[src/rtl/vx_dcache_req_arb.sv]
// Per-lane round-robin arbiter that merges NUM_INPUTS requesters onto shared
// dcache request lanes. Each lane has a one-deep registered output stage.
module vx_dcache_req_arb #(
  parameter int NUM_INPUTS      = 2,
  parameter int NUM_REQS        = 4,
  parameter int WORD_SIZE       = 4,
  parameter int TAG_WIDTH       = 8,
  parameter int INST_MOD_BITS   = 3,
  parameter int WORD_ADDR_WIDTH = 30,
  localparam int WORD_WIDTH     = WORD_SIZE * 8,
  localparam int SEL_BITS       = (NUM_INPUTS > 1) ? $clog2(NUM_INPUTS) : 1,
  localparam int OUT_TAG_WIDTH  = TAG_WIDTH + SEL_BITS,
  localparam int NL             = NUM_INPUTS * NUM_REQS
) (
  input  logic                                clk,
  input  logic                                reset_n,
  input  logic [NL-1:0]                       in_valid,
  input  logic [NL-1:0]                       in_rw,
  input  logic [NL*INST_MOD_BITS-1:0]         in_op_mod,
  input  logic [NL-1:0]                       in_is_amo,
  input  logic [NL*WORD_SIZE-1:0]             in_byteen,
  input  logic [NL*WORD_ADDR_WIDTH-1:0]       in_addr,
  input  logic [NL*WORD_WIDTH-1:0]            in_data,
  input  logic [NL*TAG_WIDTH-1:0]             in_tag,
  output logic [NL-1:0]                       in_ready,
  output logic [NUM_REQS-1:0]                 out_valid,
  output logic [NUM_REQS-1:0]                 out_rw,
  output logic [NUM_REQS*INST_MOD_BITS-1:0]   out_op_mod,
  output logic [NUM_REQS-1:0]                 out_is_amo,
  output logic [NUM_REQS*WORD_SIZE-1:0]       out_byteen,
  output logic [NUM_REQS*WORD_ADDR_WIDTH-1:0] out_addr,
  output logic [NUM_REQS*WORD_WIDTH-1:0]      out_data,
  output logic [NUM_REQS*OUT_TAG_WIDTH-1:0]   out_tag,
  input  logic [NUM_REQS-1:0]                 out_ready
);

  // First valid requester at or after ptr, wrapping modulo NUM_INPUTS.
  function automatic logic [SEL_BITS-1:0] pick(input logic [SEL_BITS-1:0] ptr,
                                               input logic [NUM_INPUTS-1:0] v);
    logic [SEL_BITS-1:0]   res;
    logic [NUM_INPUTS-1:0] one_hot;
    logic                  found;
    int                    idx;
    res   = '0;
    found = 1'b0;
    for (int k = 0; k < NUM_INPUTS; k++) begin
      idx = int'(ptr) + k;
      if (idx >= NUM_INPUTS) idx = idx - NUM_INPUTS;
      one_hot = NUM_INPUTS'(1) << idx;
      if (!found && |(v & one_hot)) begin
        res   = SEL_BITS'(idx);
        found = 1'b1;
      end
    end
    return res;
  endfunction

  // Handshake: a transfer happens on a rising edge where valid && ready are both
  // high; ready may depend on out_ready combinationally, valid never on ready.
  for (genvar l = 0; l < NUM_REQS; l++) begin : g_lane
    logic [NUM_INPUTS-1:0]                      lane_v, lane_rw, lane_amo;
    logic [NUM_INPUTS-1:0][INST_MOD_BITS-1:0]   lane_op;
    logic [NUM_INPUTS-1:0][WORD_SIZE-1:0]       lane_be;
    logic [NUM_INPUTS-1:0][WORD_ADDR_WIDTH-1:0] lane_addr;
    logic [NUM_INPUTS-1:0][WORD_WIDTH-1:0]      lane_data;
    logic [NUM_INPUTS-1:0][TAG_WIDTH-1:0]       lane_tag;

    logic [SEL_BITS-1:0]        sel, rr_q;
    logic                       any_v, en, fire;
    logic                       valid_q, rw_q, amo_q;
    logic [INST_MOD_BITS-1:0]   op_q;
    logic [WORD_SIZE-1:0]       be_q;
    logic [WORD_ADDR_WIDTH-1:0] addr_q;
    logic [WORD_WIDTH-1:0]      data_q;
    logic [OUT_TAG_WIDTH-1:0]   tag_q;

    for (genvar i = 0; i < NUM_INPUTS; i++) begin : g_in
      localparam int IDX = i * NUM_REQS + l;
      assign lane_v[i]    = in_valid[IDX];
      assign lane_rw[i]   = in_rw[IDX];
      assign lane_amo[i]  = in_is_amo[IDX];
      assign lane_op[i]   = in_op_mod[IDX*INST_MOD_BITS +: INST_MOD_BITS];
      assign lane_be[i]   = in_byteen[IDX*WORD_SIZE +: WORD_SIZE];
      assign lane_addr[i] = in_addr[IDX*WORD_ADDR_WIDTH +: WORD_ADDR_WIDTH];
      assign lane_data[i] = in_data[IDX*WORD_WIDTH +: WORD_WIDTH];
      assign lane_tag[i]  = in_tag[IDX*TAG_WIDTH +: TAG_WIDTH];
      assign in_ready[IDX] = en && any_v && (sel == SEL_BITS'(i));
    end

    assign any_v = |lane_v;
    assign sel   = pick(rr_q, lane_v);
    assign en    = !valid_q || out_ready[l];
    assign fire  = en && any_v;

    always_ff @(posedge clk or negedge reset_n) begin
      if (!reset_n) begin
        valid_q <= 1'b0;
        rw_q    <= 1'b0;
        amo_q   <= 1'b0;
        op_q    <= '0;
        be_q    <= '0;
        addr_q  <= '0;
        data_q  <= '0;
        tag_q   <= '0;
        rr_q    <= '0;
      end else if (fire) begin
        valid_q <= 1'b1;
        rw_q    <= lane_rw[sel];
        amo_q   <= lane_amo[sel];
        op_q    <= lane_op[sel];
        be_q    <= lane_be[sel];
        addr_q  <= lane_addr[sel];
        data_q  <= lane_data[sel];
        tag_q   <= {sel, lane_tag[sel]};
        rr_q    <= (sel == SEL_BITS'(NUM_INPUTS - 1)) ? '0 : sel + 1'b1;
      end else if (en) begin
        // Drained with nothing to refill; payload is left as-is.
        valid_q <= 1'b0;
      end
    end

    assign out_valid[l]                                     = valid_q;
    assign out_rw[l]                                        = rw_q;
    assign out_is_amo[l]                                    = amo_q;
    assign out_op_mod[l*INST_MOD_BITS +: INST_MOD_BITS]     = op_q;
    assign out_byteen[l*WORD_SIZE +: WORD_SIZE]             = be_q;
    assign out_addr[l*WORD_ADDR_WIDTH +: WORD_ADDR_WIDTH]   = addr_q;
    assign out_data[l*WORD_WIDTH +: WORD_WIDTH]             = data_q;
    assign out_tag[l*OUT_TAG_WIDTH +: OUT_TAG_WIDTH]        = tag_q;
  end

endmodule

[config.mk]
export PLATFORM = sky130hd
export DESIGN_NAME = vx_dcache_req_arb
export DESIGN_NICKNAME = d
export VERILOG_FILES = /design/src/rtl/vx_dcache_req_arb.sv
export SDC_FILE = /design/constraint.sdc
export NUM_CORES = 1
export LEC_CHECK = 0
export CAP_MARGIN = 20
export CORE_AREA = 5 5 380 382
export CTS_CLUSTER_SIZE = 8
export DETAILED_ROUTE_END_ITERATION = 10
export DIE_AREA = 0 0 385 387
export SKIP_CTS_REPAIR_TIMING = 1
export SLEW_MARGIN = 20
export SYNTH_ARGS = -nofsm -noshare
export SYNTH_HDL_FRONTEND = slang
export SYNTH_SLANG_ARGS = --single-unit
[constraint.sdc]
create_clock -name clk -period 3.25 [get_ports clk]
set_clock_uncertainty 0.2 [all_clocks]
set_input_delay 0.65 -clock clk [delete_from_list [all_inputs] [get_ports clk]]
set_output_delay 0.65 -clock clk [all_outputs]
set_load 0.02 [all_outputs]
==> key figures <==
Drt
  – DR WL met3: 10200 microns
  – WL/cell: ~27 microns
  – Avg Vias per Cell: approximately 4
  – DRT Wirelength: roughly 110000 microns
  – Wire length on met1: about 48000 microns
  – Highest routed layer: met5
  – Starting DRT DRC Count: 1407
  – DR vias: approximately 16000
  – Remaining DRCs: 0
  – First-pass iteration count of the detailed router: 5
  – Wire length on met2: between 50000 and 60000 microns
  – Final ANT Viol Nets: 0

Setup path
  – WP data required: ~2.4 ns
  – Worst Setup End Kind: output port
  – Worst reg-to-reg setup slack: around 1.1 ns
  – CP Class: input port to output port
  – Max Fanout on Critical Path: 4
  – Worst R2R Start: g_lane[1].valid_q
  – R2R cell count: 4
  – Crit start category: input port
  – Critical Path Start: out_ready[2]
  – Arrival time worst endpoint: about 2.2 ns

Floorplanning
  – Initial Utilization: 0.108
  – Ports: approximately 1000
  – Core box area: between 0.1 and 0.15 sq mm
  – # rows: ~140
  – Die W: roughly 390 microns
  – Die Span Y: just under 400 microns
  – Die area: 0.149 sq mm

GRT
  – Number of global-route vias before repair: between 15000 and 20000
  – Largest net degree at the start of global routing: 83
  – Total Routing Usage GR: 0.144
  – First-pass GRT wire length: 150000 microns
  – Initial antenna violation count: 26
  – Gr ovfl total: 0

Final layout
  – Fraction of layout instances using a drive strength above 1: 0.0596
  – Final Core Density: 0.200
  – Design area: between 0.02 and 0.03 sq mm
  – FF/Latch Area: between 0.008 and 0.009 sq mm
  – Filler cells: 15354
  – Layout area overhead: 85.3%
  – Multi-input combinational cell area: just under 0.006 sq mm
  – Final Net Count: 2887

Synth
  – Ranking of synthesized cells by area: dfrtp_1 54%, a221o_1 21%, and3_1 6.6%
  – Synth Area in Compound Gates: 0.218
  – Synthesized area: 0.0152 sq mm
  – Synth cell types: 22
  – Syn Inst Count: ~1300
  – Register area share after synthesis: 0.541
  – Post-Synth XOR/XNOR Area: 0
  – Adder-Cell Fraction of Synth Area: 0
  – Synthesized area per cell: 11.5 sq um
  – Post-synthesis mux area share: 0
  – Simple-Gate Fraction of Synth Area: 0.165
  – Main combinational cell family by area after synthesis: compound AO/OA/AOI/OAI gates
  – #FFs+latches synth: 328
  – Leading area contributor after synthesis: dfrtp_1
  – Post-synthesis net count: around 2000
  – Post-synth top area share: 0.541
  – Synthesis Warnings: 0

Timing
  – Worst-margin pin slew: approximately 1 ns
  – Fin. Hold Viols: 0
  – F_max: 325 MHz
  – Tmin final: about 3 ns
  – RSZ-0062 raised after global routing: no
  – Setup TNS: 0 ns
  – Tcrit/Tclk final: 0.946
  – Max-slew violations: 0
  – Worst slew margin: 0.323
  – Final setup viols: 0

Pwr
  – Pwr Density: between 500 and 600 mW/mm^2
  – P_leak: about 11 nW
  – Worst VDD drop: 0.325 mV

Flow run
  – Max-cap violations: 0

Placed design
  – DP Wirelength: a little over 90000 microns
  – Placer Congestion: around 0.89
  – Dpl cell area: approximately 0.027 sq mm
  – Number of I/O port buffers: about 980

Clock network
  – Later-pin clock latency in the skew report: 0.60 ns
  – CTS tree: done
  – Root Buffer Master: clkbuf_16
  – H-tree depth reported by CTS: 2
  – Total clock sinks: about 330
  – CTS Buffer Depth: 3
  – Clock buffer count from CTS: 47
  – Clk pin slew, worst setup/hold paths: around 0.05 ns

Worst hold path
  – Worst hold start: g_lane[0].tag_q[8]
  – Hold depth: 1
  – HP Class: flop to flop

Outcome
  – Status: completed
-- logic make-up (layout without fill, tap and decap cells) --
| family | Yosys count | in the layout |
|---|---|---|
| AOI/OAI and AO/OA | 332 | 332 |
| buffers and inverters | 170 | 1093 |
| DFF | 328 | 328 |
| other | 0 | 8 |
| and+or+nand+nor | 494 | 494 |
-- registers in the layout, summed over array words and instances, names as in the netlist --
name	flops
g_lane.addr_q	120
g_lane.rr_q	4
g_lane.be_q	16
g_lane.rw_q	4
g_lane.op_q	12
g_lane.valid_q	4
g_lane.amo_q	4
g_lane.data_q	128
g_lane.tag_q	36
-- layout by cell type, fill, tap and decap left out, drive strengths merged --
cell type and n:
a221o 316, clkbuf 53, o21ai 2, nand2 160, dfrtp 328, inv 2, nand2b 4, or3 2
nor2b 4, and2 2, diode 8, clkdlybuf4s50 970, a21boi 2, clkinv 2, o21bai 2, nor2 2
nor3 158, dlygate4sd3 1, nor3b 2, a211oi 2, and3 160, a21o 8, buf 65
-- through the flow --
| step | power [mW] | cells | setup slack [ns] | hold WS [ns] |
|---|---|---|---|---|
| finish | 15.3 | 4145 | 0.174 | 0.286 |
| global placement | 10.9 | 4081 | 0.190 | 0.260 |
| floorplan | 7.25 | 1324 | 0.757 | 0.154 |
| CTS | 15.7 | 4136 | 0.185 | -0.125 |
| detailed placement | 10.9 | 4081 | 0.191 | 0.272 |
| global route | 15.9 | 4137 | 0.0874 | 0.304 |
-- synth_stat cells --
library cell and instances:
a21boi_2 2, nor3b_1 2, dfrtp_1 328, nor3_1 158, nor2_1 2, and3_1 160
a21o_1 8, buf_4 12, and2_1 2, nor2b_4 2, buf_2 54, nand2_1 160
or3_1 2, o21bai_1 2, a221o_1 316, buf_6 54, clkbuf_1 48, nand2b_1 4
nor2b_1 2, inv_2 2, o21ai_1 2, a211oi_4 2
-- report_power, final --
part / switching [mW] / internal, mW
clock: 1.97 / 2.60
sequential: 0.636 / 4.76
combinational: 2.86 / 2.49
-- final cells by class --
class	instances	area share
flip-flops and latches	328	0.292
inverters	2	0.000267
repair buffers	1036	0.369
well taps	1890	0.0841
diodes	8	0.000712
multi-input cells	826	0.210
clock buffers	53	0.0433
clock inverters	2	0.00116
-- worst max-delay path, cell delays in order --
cell and delay [ns]:
clkdlybuf4s50_1 0.55, nor2b_4 0.08, nor3b_1 0.28, clkdlybuf4s50_1 0.67
-- worst paths after layout --
path / to
max in group asynchronous: g_lane[3].data_q[0]
min reg2reg: g_lane[0].tag_q[8]
max reg2reg: g_lane[1].addr_q[11]
min in group asynchronous: g_lane[1].addr_q[18]
min: g_lane[0].tag_q[8]
max: in_ready[6]
-- routing by layer --
| metal | up-vias | global-route usage |
|---|---|---|
| met4 | 16 | 0.0276 |
| li1 | 7021 | - |
| met5 | - | 0 |
| met2 | 888 | 0.234 |
| met1 | 8175 | 0.190 |
| met3 | 118 | 0.0435 |
(Power assumes the default switching activity.)
